### src/rtl/tri_stim_gen.sv
// Triangle stimulus source: LFSR-filled vertex/color words presented on a
// valid/halt handshake, with a count of accepted triangles per batch.
module tri_stim_gen #(
    parameter int                SIGFIG     = 24,
    parameter int                RADIX      = 10,
    parameter int                VERTS      = 3,
    parameter int                AXIS       = 3,
    parameter int                COLORS     = 3,
    parameter logic [31:0]       SEED       = 32'h0000_0001,
    parameter logic [SIGFIG-1:0] COORD_MASK = 24'h003FFF,
    parameter logic [SIGFIG-1:0] COLOR_MASK = 24'h000FFF
) (
    input  logic                                       clk,
    input  logic                                       rst,
    input  logic                                       start,
    input  logic [15:0]                                num_tri,
    input  logic                                       halt_RnnnnL,
    output logic signed [VERTS-1:0][AXIS-1:0][SIGFIG-1:0] tri_R10S,
    output logic [COLORS-1:0][SIGFIG-1:0]              color_R10U,
    output logic                                       validTri_R10H,
    output logic [15:0]                                tri_count,
    output logic                                       busy,
    output logic                                       done
);

    localparam int NWORDS = 2 * VERTS + COLORS;
    localparam int WIDX_W = $clog2(NWORDS + 1);

    // RADIX is carried for downstream documentation only; reject bad setups.
    if (RADIX >= SIGFIG || SEED == 32'h0) begin : g_param_err
        $error("tri_stim_gen: bad RADIX or zero SEED");
    end

    typedef enum logic [1:0] {
        S_IDLE,
        S_GEN,
        S_HOLD,
        S_DONE
    } state_e;

    state_e state_q, state_d;
    logic [31:0] lfsr_q, lfsr_d, lfsr_nxt;
    logic [WIDX_W-1:0] widx_q, widx_d;
    logic [15:0] num_q, num_d;
    logic [15:0] cnt_q, cnt_d, cnt_inc;
    logic [VERTS-1:0][AXIS-1:0][SIGFIG-1:0] tri_q, tri_d;
    logic [COLORS-1:0][SIGFIG-1:0] col_q, col_d;
    logic [SIGFIG-1:0] pos_w, col_w;

    assign lfsr_nxt = {1'b0, lfsr_q[31:1]}
                    ^ (lfsr_q[0] ? 32'h8020_0003 : 32'h0);
    assign pos_w    = lfsr_nxt[SIGFIG-1:0] & COORD_MASK;
    assign col_w    = lfsr_nxt[SIGFIG-1:0] & COLOR_MASK;
    assign cnt_inc  = cnt_q + 16'd1;

    // Next-state, LFSR stepping, word index and batch counters.
    always_comb begin
        state_d = state_q;
        lfsr_d  = lfsr_q;
        widx_d  = widx_q;
        num_d   = num_q;
        cnt_d   = cnt_q;
        unique case (state_q)
            S_IDLE, S_DONE: begin
                if (start) begin
                    num_d   = num_tri;
                    cnt_d   = '0;
                    widx_d  = '0;
                    state_d = (num_tri == 16'd0) ? S_DONE : S_GEN;
                end
            end
            S_GEN: begin
                lfsr_d = lfsr_nxt;
                if (widx_q == WIDX_W'(NWORDS - 1)) begin
                    widx_d  = '0;
                    state_d = S_HOLD;
                end else begin
                    widx_d = widx_q + 1'b1;
                end
            end
            S_HOLD: begin
                if (halt_RnnnnL) begin
                    cnt_d   = cnt_inc;
                    widx_d  = '0;
                    state_d = (cnt_inc == num_q) ? S_DONE : S_GEN;
                end
            end
            default: state_d = S_IDLE;
        endcase
    end

    // One output word captured per GEN cycle; z words are never written.
    always_comb begin
        tri_d = tri_q;
        col_d = col_q;
        if (state_q == S_GEN) begin
            for (int v = 0; v < VERTS; v++) begin
                for (int a = 0; a < 2; a++) begin
                    if (widx_q == WIDX_W'(2 * v + a)) tri_d[v][a] = pos_w;
                end
            end
            for (int c = 0; c < COLORS; c++) begin
                if (widx_q == WIDX_W'(2 * VERTS + c)) col_d[c] = col_w;
            end
        end
    end

    // State and datapath registers with synchronous active-low reset.
    always_ff @(posedge clk) begin
        if (!rst) begin
            state_q <= S_IDLE;
            lfsr_q  <= SEED;
            widx_q  <= '0;
            num_q   <= '0;
            cnt_q   <= '0;
            tri_q   <= '0;
            col_q   <= '0;
        end else begin
            state_q <= state_d;
            lfsr_q  <= lfsr_d;
            widx_q  <= widx_d;
            num_q   <= num_d;
            cnt_q   <= cnt_d;
            tri_q   <= tri_d;
            col_q   <= col_d;
        end
    end

    assign tri_R10S      = tri_q;
    assign color_R10U    = col_q;
    assign validTri_R10H = (state_q == S_HOLD);
    assign busy          = (state_q == S_GEN) || (state_q == S_HOLD);
    assign done          = (state_q == S_DONE);
    assign tri_count     = cnt_q;

endmodule

### config.mk
export PLATFORM = sky130hd
export DESIGN_NAME = tri_stim_gen
export DESIGN_NICKNAME = d
export VERILOG_FILES = /design/src/rtl/tri_stim_gen.sv
export SDC_FILE = /design/constraint.sdc
export NUM_CORES = 1
export LEC_CHECK = 0
export ABC_AREA = 1
export ABC_CLOCK_PERIOD_IN_PS = 2500
export CAP_MARGIN = 30
export CORE_UTILIZATION = 44
export DETAILED_ROUTE_END_ITERATION = 8
export PLACE_DENSITY = 0.92
export SYNTH_ARGS = -nofsm -noshare
export SYNTH_HDL_FRONTEND = slang
export SYNTH_SLANG_ARGS = --single-unit
### constraint.sdc
create_clock -name clk -period 2.5 [get_ports clk]
set_input_delay 0.25 -clock clk [delete_from_list [all_inputs] [get_ports clk]]
set_output_delay 0.25 -clock clk [all_outputs]
set_load 0.05 [all_outputs]
==> results of run 1 <==
-- worst max-delay path: cells and delay by family, from the launching register on --
family,cells,cell delay [ps]
DFF,1,410
and+or+nand+nor,4,470
adders and majority gates,1,310
buffers and inverters,4,820
AOI/OAI and AO/OA,1,160
-- power breakdown --
part           total (mW)  leakage, nW  switching [mW]  internal, mW
registers            3.94         1.54           0.377          3.56
clock network        2.81        0.302            1.42          1.39
logic                3.68         2.47            2.80         0.875
-- sequential cells by signal (all words and copies together) (netlist names) --
register    flops
tri_R10S       84
widx_q          4
state_q         2
num_q          16
color_R10U     36
lfsr_q         32
tri_count      16
-- layout make-up --
cell class / instances / area (um^2) / share of cell area [%]
flip-flops and latches: 190 / 3800 / 36.5
clock buffers: 17 / 425 / 4.09
repair buffers: 173 / 1710 / 16.4
diodes: 1 / 2.50 / 0.0240
inverters: 61 / 229 / 2.20
clock inverters: 15 / 201 / 1.94
multi-input cells: 801 / 3710 / 35.7
well taps: 260 / 325 / 3.13
-- metrics by stage --
| step | power [mW] | cell area (um^2) | setup slack, ps | utilization (%) | cells |
|---|---|---|---|---|---|
| 2_1_floorplan | 6.72 | 9220 | 367 | - | 1274 |
| 3_3_place_gp | 7.52 | 9780 | 450 | 51.7 | 1485 |
| 3_5_place_dp | 7.61 | 9780 | 344 | 51.7 | 1485 |
| 4_1_cts | 10.4 | 10400 | 28.4 | 55.1 | 1517 |
| 5_1_grt | 10.9 | 10400 | 20.2 | 55.1 | 1517 |
| 6_report | 10.4 | 10400 | 260 | 55.1 | 1518 |
-- cell usage in the layout (no fill, tap or decap), drive strengths merged, types with 17 or more instances in the layout --
master,synthesis,final
dfxtp,190,190
conb,1,168
o21ai,160,160
clkdlybuf4s50,0,156
nor2,144,144
a21oi,130,130
nand2,109,109
inv,50,57
nand3,36,36
clkinv,11,19
clkbuf,47,17
-- logic make-up after synthesis --
logic type	Yosys count	share of synthesized area (%)
other	1	0.0437
AO/OA/AOI/OAI	307	18.5
AND/OR/NAND/NOR	310	15.2
XOR/XNOR	7	0.874
adder cells (fa/ha/maj)	9	1.31
flip-flops	190	44.3
buffers and inverters	283	19.8
-- final timing paths --
path	start	endpoint	slack, ps
worst min-delay path	rst	tri_R10S[11]	380
worst min register to register	lfsr_q[24]	lfsr_q[23]	490
worst max-delay path	state_q[0]	tri_count[13]	260
worst max register to register	state_q[0]	tri_count[13]	260
-- layer usage --
layer / vias to the layer above / global-route usage, % / part of all wire (%)
met1: 3414 / 26.5 / 40
met3: 37 / 9.08 / 11
met2: 334 / 36.8 / 48
li1: 3589 / - / -
met5: - / 0 / 0.057
met4: 2 / 8.38 / 1.8
-- repair_timing --
item                                    in CTS  in global routing
buffers inserted                             0                  0
resized for setup                            0                  1
endpoints found under the setup margin       0                  1
==> metrics.yaml, run 1 <==
dr.first_iter.drc_count: 400
num_vias: 7376
antenna_left: 0
wl_per_cell_um: 15.1
grt_pass1_wl_mm: 35.0
routed_wl_mm: 22.9
syn_to_final_growth_pct: 21.2
ys_types: 31
syn_area_um2: 8590
end_kind: "flip-flop"
fin_crit_sh_pct: 89.6
startpoint_type: "flip-flop"
clk_path_buf_depth: 2
fillers: 1688
drive_above_1_share_pct: 5.33
async_reset_ff_share_pct: 0
yosysSeqAreaShare_pct: 44.3
clock_sinks: 190
place_congestion: 0.920
peakVddDrop_uv: 856
port_buffers: 158
cts.clk_slew.worst_paths_ps: 90
hold_class: "input pin to flip-flop"
rows: 50
grt_max_degree: 156
cellLeakagePower_nw: 4.32
cts_hold_buf: 0
synth-seq-cells: 190
cap_violations: 0
path_cells: "inv_1, ha_1, inv_1, or2_2, nand2_1, inv_1, nand2_1, inv_1, nand3_1, a21oi_1"
worstRegToRegCells: 10
die_h_um: 142
pwr_density_cell_nw_per_um2: 1000
finalNetCount: 1273
coreArea_um2: 18900
worstPathRequired_ps: 2860
synth_top_cell_by_area: "dfxtp_1"
whs_ps: 382
grt_overflow_total: 0
die_w_um: 142
synth_edf_count: 0
yosysTopAreaCellShare_pct: 44.3
ys.flop_type: "dfxtp_1"
fin_crit_ps: 2240
syn-mean-instance-area_um2: 7.76
first_pass_iters: 5
maxSlewHeadroom_pct: 60.3
setup-tns-final_ps: 0
ctsRootBufferMaster: "clkbuf_16"
cts_tree: "yes"
synthTopCellsByArea: "dfxtp_1, buf_4, o21ai_0"
worst-setup-path-type: "flip-flop to flip-flop"
min_path_cells: 4
avgViaCountPerCell: 4.86
final_hold_viol_count: 0
slew_viol_final: 0
htreeDepth: 4
netlist_instances: 1107
grt_pass1_vias: 6680
critPathMaxFanout: 16
setup_viol: 0
path_common_cell: "inv_1"
rsz0062_at_grt: "false"
io_pins: 327
yosysMostFrequentCell: "dfxtp_1"
dieArea_um2: 20100
grt_usage_pct: 22.5
cts_buffers: 17
synthTopCellsByCount: "dfxtp_1, buf_4, o21ai_0, nor2_1, a21oi_1"
place_hpwl_mm: 15.5
antenna_found_initial: 2
start_util_pct: 45.5
tightest_slew_ps: 596
max_freq_ghz: 0.446
remaining_drc_errors: 0
cp_data_arrival_time_ps: 2600
critPathMaxStageDelay_ps: 440
clk_latency_ps: 440
ys_warn_count: 0
skew_ps: 17.3
slowest_stage: "inv_1"
status: "completed"
Note: power is estimated with default switching activity, not from simulation.
==> run 2: changes to the inputs <==
--- a/config.mk
+++ b/config.mk
@@ -7,7 +7,7 @@
 export LEC_CHECK = 0
 export ABC_AREA = 1
 export ABC_CLOCK_PERIOD_IN_PS = 2500
-export CAP_MARGIN = 30
+export CAP_MARGIN = 10
 export CORE_UTILIZATION = 44
 export DETAILED_ROUTE_END_ITERATION = 8
 export PLACE_DENSITY = 0.92
==> results of run 2 <==
The final DEF is identical to that of run 1; final timing and power are the same.
